**src/rtl/fifo_wr_arbiter.sv**
```systemverilog
// Round-robin write arbiter sharing one FIFO enqueue port among several producers,
// holding each grant for a burst of up to p_MAX_BURST words.
module fifo_wr_arbiter #(
    parameter int unsigned p_WORD_LEN  = 8,
    parameter int unsigned p_NUM_REQ   = 4,
    parameter int unsigned p_MAX_BURST = 4
) (
    input  logic                            i_clk,
    input  logic                            i_rst_n,
    input  logic [p_NUM_REQ-1:0]            i_req,
    input  logic [p_NUM_REQ*p_WORD_LEN-1:0] i_data,
    output logic [p_NUM_REQ-1:0]            o_ack,
    output logic [p_WORD_LEN-1:0]           o_enq_data,
    output logic                            o_enq_en,
    input  logic                            i_enq_rdy,
    output logic [$clog2(p_NUM_REQ)-1:0]    o_owner,
    output logic                            o_busy
);

    localparam int unsigned OW = $clog2(p_NUM_REQ);
    localparam int unsigned BW = $clog2(p_MAX_BURST + 1);

    typedef enum logic {
        IDLE  = 1'b0,
        GRANT = 1'b1
    } state_t;

    state_t          state, state_nxt;
    logic [OW-1:0]   owner, owner_nxt;
    logic [OW-1:0]   last, last_nxt;
    logic [BW-1:0]   bcnt, bcnt_nxt;

    logic [p_WORD_LEN-1:0] words [p_NUM_REQ];
    logic                  busy;
    logic                  xfer;
    logic                  release_grant;
    logic [OW-1:0]         pick_idx;

    // First set request after lst, wrapping; lst itself is considered last.
    function automatic logic [OW-1:0] pick(input logic [p_NUM_REQ-1:0] req,
                                           input logic [OW-1:0]        lst);
        logic [OW-1:0] res;
        logic          found;
        int unsigned   idx;
        res   = lst;
        found = 1'b0;
        for (int unsigned i = 1; i <= p_NUM_REQ; i++) begin
            idx = (32'(lst) + i) % p_NUM_REQ;
            if (!found && req[OW'(idx)]) begin
                res   = OW'(idx);
                found = 1'b1;
            end
        end
        return res;
    endfunction

    for (genvar k = 0; k < int'(p_NUM_REQ); k++) begin : g_words
        assign words[k] = i_data[k*p_WORD_LEN +: p_WORD_LEN];
    end

    assign busy          = (state == GRANT);
    assign xfer          = busy & i_req[owner] & i_enq_rdy;
    assign release_grant = busy & (~i_req[owner] | (xfer & (bcnt == BW'(p_MAX_BURST - 1))));
    assign pick_idx      = pick(i_req, last);

    assign o_enq_en   = xfer;
    assign o_ack      = xfer ? (p_NUM_REQ'(1) << owner) : '0;
    assign o_enq_data = busy ? words[owner] : '0;
    assign o_busy     = busy;
    assign o_owner    = owner;

    always_ff @(posedge i_clk or negedge i_rst_n) begin
        if (!i_rst_n) begin
            state <= IDLE;
            owner <= '0;
            last  <= OW'(p_NUM_REQ - 1);
            bcnt  <= '0;
        end else begin
            state <= state_nxt;
            owner <= owner_nxt;
            last  <= last_nxt;
            bcnt  <= bcnt_nxt;
        end
    end

    // In GRANT last equals owner, so the pick naturally scans the current owner last.
    always_comb begin
        state_nxt = state;
        owner_nxt = owner;
        last_nxt  = last;
        bcnt_nxt  = bcnt;
        case (state)
            IDLE: begin
                if (|i_req) begin
                    state_nxt = GRANT;
                    owner_nxt = pick_idx;
                    last_nxt  = pick_idx;
                    bcnt_nxt  = '0;
                end
            end
            GRANT: begin
                if (release_grant) begin
                    if (|i_req) begin
                        owner_nxt = pick_idx;
                        last_nxt  = pick_idx;
                        bcnt_nxt  = '0;
                    end else begin
                        state_nxt = IDLE;
                    end
                end else if (xfer) begin
                    bcnt_nxt = bcnt + BW'(1);
                end
            end
            default: state_nxt = IDLE;
        endcase
    end

endmodule

```
**config.mk**
```make
export PLATFORM = sky130hd
export DESIGN_NAME = fifo_wr_arbiter
export DESIGN_NICKNAME = d
export VERILOG_FILES = /design/src/rtl/fifo_wr_arbiter.sv
export SDC_FILE = /design/constraint.sdc
export NUM_CORES = 1
export LEC_CHECK = 0
export BUFFER_PORTS_ARGS = -buffer_cell sky130_fd_sc_hd__buf_2
export CAP_MARGIN = 20
export CORE_UTILIZATION = 40
export CTS_CLUSTER_DIAMETER = 200
export DETAILED_ROUTE_END_ITERATION = 12
export PLACE_DENSITY = 0.88
export SYNTH_ARGS = -nofsm -noshare
export SYNTH_HDL_FRONTEND = slang
export SYNTH_SLANG_ARGS = --single-unit
```
**constraint.sdc**
```tcl
create_clock -name i_clk -period 2.1 [get_ports i_clk]
set_input_delay 0.315 -clock i_clk [delete_from_list [all_inputs] [get_ports i_clk]]
set_output_delay 0.315 -clock i_clk [all_outputs]
set_load 0.05 [all_outputs]
```
# Yosys cells after proc, flatten, opt, wreduce, memory -nomap -nowiden

Index checks and enable logic that the tools add are counted.

Bits in registers: 8
Output and inout bits: 16

Add/subtract/negate cells: 5
Reduce and logical (&&, ||, !) cells: 7
Eq/ne operators: 3
Shift operators: 1
Mux-type cells: 35
Bitwise operators: 8
Order comparisons: 6

Operators with widths:

| cell                                                                  | number |
|---|---|
| 8-bit 2-to-1 mux                                                      | 3 |
| 8-bit binary-select mux with 2-bit select                             | 1 |
| 2-bit 2-to-1 mux                                                      | 8 |
| 2-bit by 3-bit < comparator with 1-bit output (second input constant) | 5 |
| 1-bit binary-select mux with 2-bit select                             | 5 |
| 1-bit 2-to-1 mux                                                      | 10 |
| 3-bit 2-to-1 mux                                                      | 3 |
| 2-bit one-hot mux with 2 select lines                                 | 2 |
| 3-bit one-hot mux with 2 select lines                                 | 1 |
| 2-bit by 1-bit adder with 2-bit output (second input constant)        | 2 |
| 2-bit adder (second input constant)                                   | 2 |
| 1-bit bitwise AND                                                     | 4 |
| 4-bit 2-to-1 mux                                                      | 1 |
| 4-bit OR reduction                                                    | 1 |
| 1-bit by 2-bit << shifter with 4-bit output (first input constant)    | 1 |
| 3-bit by 1-bit adder with 3-bit output (second input constant)        | 1 |
| 3-bit by 2-bit == test with 1-bit output (second input constant)      | 1 |
| 3-bit >= comparator (second input constant)                           | 1 |
| 1-bit logical AND                                                     | 3 |
| 1-bit zero test                                                       | 3 |
| 3-bit by 1-bit != test with 1-bit output (second input constant)      | 1 |
| 2-bit NOT with 3-bit output                                           | 1 |
| 2-bit by 1-bit != test with 1-bit output (second input constant)      | 1 |
| 1-bit NOT                                                             | 2 |
| 2 further kinds                                                       | 2 |

# Longest topological paths before layout

Depth in word-level cells: 16
Gate-level depth with buffers: 6
Gate-level depth less buffers: 6

# Least setup slack after synthesis

Ideal clock, no wire load.

Kind: register to output
Start point: reg owner[0], in the netlist o_owner[0]
End point: out o_ack[0]
Path slack: -0.596 ns
Arrival time: 2.381 ns
Cell stages (with the launch flop): 5
Cells stage by stage: dfrtp_1 buf_6 mux4_2 nand3_1 nor3_1

Word-level cells in the longest chain between the ends: 5
Elaborated cells on any way between the ends: 6
Those cells by class: shift (1); mux (3); bitwise (2)

RTL lines:

| item                                      | RTL line | text |
|---|---|---|
| from (decl)                               | 29       | `logic [OW-1:0] owner, owner_nxt;` |
| from (signal assigned)                    | 80       | `owner <= owner_nxt;` |
| 1-bit binary-select mux with 2-bit select | 62       | `assign xfer = busy & i_req[owner] & i_enq_rdy;` |
| 1-bit 2-to-1 mux (implied by the code)    | 62       |  |
| 1-bit bitwise AND (2 in a row)            | 62       |  |
| 4-bit 2-to-1 mux *                        | 67       | `assign o_ack = xfer ? (p_NUM_REQ'(1) << owner) : '0;` |
| to (decl)                                 | 12       | `output logic [p_NUM_REQ-1:0] o_ack,` |

Mark *: on every way between the ends. The rest lies on a longest branch, timed or not. The select of a mux whose other input is x is not followed.

# Worst setup path in the final report

Ends and elaborated chain as after synthesis.

==> results.toml <==
[synthesis]
synthCells = 86
synth_cell_type_count = 31
ys_seq_elements = 8
syn-num-nets = 127
synth_area_per_cell_um2 = 9.79
synth_top_cell_by_area = "mux4_2"
synth_edf_count = 0
synthFlopType = "dfrtp_1"
synth_area_um2 = 842
yosys_warnings = 0
yosys-top-cells-count = "9 x and2_1, 9 x mux4_2, 6 x a21oi_1, 6 x dfrtp_1"
ys_seq_area_share_pct = 24.1
synthTopCellsByArea = "mux4_2 24%, dfrtp_1 18%, and2_1 6.7%"
yosysTopAreaCellShare_pct = 24.1
postSynth.asyncResetShare_pct = 100

[pwr]
power_density_nw_per_um2 = 1470
ir_worst_vdd_mv = 0.986
power.total_mw = 1.89
p_leak_nw = 0.602

[timing]
fin_crit_sh_pct = 98.2
final-max-slew-violation-count = 0
max_freq_mhz = 485
worst_pin_slew_ps = 269
fin_skew_ps = 14.7
min_period_ps = 2060
setup-tns-final_ps = 0
relSlewSlack_pct = 81.8
setup_violations = 0
rsz0062_at_grt = "yes"
hold_viol_final = 0

[die]
row_count = 16
die_h_um = 47.9
ios = 55
core_um2 = 1960
initial_core_util_pct = 42.9
die-width_um = 47.9
die-area_um2 = 2290

[final_layout]
area_growth_pct = 52.5
fillers = 158
drive_gt1_share_pct = 58.8
layout.nets = 190
antenna_cells = 0

[critical_path]
path_class = "reg2out"
startpoint_type = "register"
path_cells = "mux4_2 -> nand3_4 -> buf_4 -> nor3_2 -> clkbuf_4"
cp_top_family = "multiplexers"
cp_slowest_cell = "mux4_2"
path_buf_inv = 2
critical_path_required_ps = 1780
cpPeakStageDelay_ps = 580
critPathMaxFanout = 3
cp.arrival_ps = 1750
crit_path_end_kind = "primary output"

[placement]
dp_hpwl_um = 1870
port_buffers = 54
routabilityCongestion = 0.868

[global_routing]
grt_overflow = 0
grt_pass1_vias = 836
grt_use_total_pct = 20.9
grt_pass1_wl_um = 3320
antenna_found_initial = 0
grt_max_degree = 15

[run_status]
outcome = "completed"

[detailed_routing]
wl_per_cell_um = 13.8
dr.pass1.iters = 4
wl_um = 2420
ant_nets = 0
drc = 0
drtIter0Drc = 21
vias_per_cell = 5.21
vias = 911

[clock_tree]
clk_transition_reported_paths_ps = 60
cts_htree_levels = 1
clockBufferDepth = 2
clock-sinks = 8
cts_buffers = 3
cts_root_buf = "clkbuf_4"
cts_tree = "built"
clkLatencyLatePin_ps = 270

[min_path]
hold_class = "in2async"

[job]
cap_violations = 0
## flip-flops by register name, indices dropped and copies added (netlist names)
signal	flops
bcnt	3
last	2
o_busy	1
o_owner	2
## cell families after synthesis
kind of cell	synth area share [%]
compound gates	14.9
fa+ha+maj	2.97
flops	24.1
buf+inv	5.94
simple gates	28.1
mux	24.1
## layout by cell type (no fill, tap or decap), drive strengths merged
| cell | count |
|---|---|
| a211oi | 2 |
| a21oi | 6 |
| a31oi | 1 |
| and2 | 9 |
| and3 | 3 |
| and3b | 1 |
| buf | 61 |
| clkbuf | 5 |
| dfrtp | 6 |
| dfstp | 2 |
| dlygate4sd3 | 1 |
| ha | 2 |
| inv | 6 |
| mux4 | 9 |
| nand2 | 5 |
| nand2b | 4 |
| nand3 | 1 |
| nand3b | 1 |
| nor2 | 5 |
| nor2b | 3 |
| nor3 | 3 |
| nor3b | 1 |
| nor4 | 1 |
| nor4b | 1 |
| o211a | 1 |
| o21ai | 3 |
| o22ai | 4 |
| o41ai | 1 |
## report_power, final
part / leakage, nW / switching [mW] / internal (mW)
Sequential: 0.0929 / 0.0843 / 0.235
Combinational: 0.494 / 0.850 / 0.589
Clock: 0.0150 / 0.0580 / 0.0730
## worst reg2reg max path, delay by kind of cell, from the launching register on
family                 cells  cell delay (ps)
flip-flops                 1              410
AND/OR/NAND/NOR            2              360
multiplexers               1              580
AO/OA/AOI/OAI              1              210
buffers and inverters      2              300
## path summary, 6_finish.rpt
| path | slack (ps) | start | cells past startpoint | end |
|---|---|---|---|---|
| setup / recovery | 40 | o_owner[0] | 5 | o_ack[0] |
| hold / removal | 440 | i_rst_n | 2 | o_busy |
| min in group i_clk | 490 | bcnt[0] | 1 | bcnt[0] |
| hold reg to reg | 490 | bcnt[0] | 1 | bcnt[0] |
| setup reg to reg | 130 | o_owner[0] | 6 | o_owner[0] |
| max in group asynchronous | 1400 | i_rst_n | 2 | last[0] |
## metrics by stage
| step | setup WS, ps | hold slack (ps) | std cells | area [um2] | utilization [%] |
|---|---|---|---|---|---|
| after floorplan | -79.4 | 19.4 | 86 | 871 | - |
| after global placement | 229 | 161 | 166 | 1180 | 60.0 |
| after detailed placement | 206 | 167 | 166 | 1180 | 60.0 |
| after CTS | -1.89 | 412 | 172 | 1230 | 62.6 |
| after global routing | -19.2 | 461 | 175 | 1280 | 65.4 |
| final | 38.7 | 441 | 175 | 1280 | 65.4 |
## routing by layer
metal	vias up	track usage (%)	routed length [um]
met1	421	20.8	922
met2	41	42.2	1260
met4	0	8.33	18
li1	447	-	-
met3	2	3.02	218
met5	-	0	0
## repair_timing
| action | in CTS | in global routing |
|---|---|---|
| hold buffers | 1 | 0 |
| setup endpoints to repair | 10 | 10 |
| pin swaps | 0 | 2 |
| gates cloned | 0 | 0 |
| hold endpoints to repair | 6 | 0 |
| gates resized for setup | 2 | 12 |
| setup buffers | 1 | 3 |
## area by class of cell
type | count | area (um2) | share of cell area, %
inverter | 6 | 25.0 | 1.95
sequential | 8 | 204 | 15.9
clock buffer | 4 | 26.3 | 2.05
timing repair buffer | 63 | 373 | 29.0
tap | 27 | 33.8 | 2.63
multi-input combinational | 67 | 622 | 48.4
No activity file was read; power rests on OpenSTA's default activity.
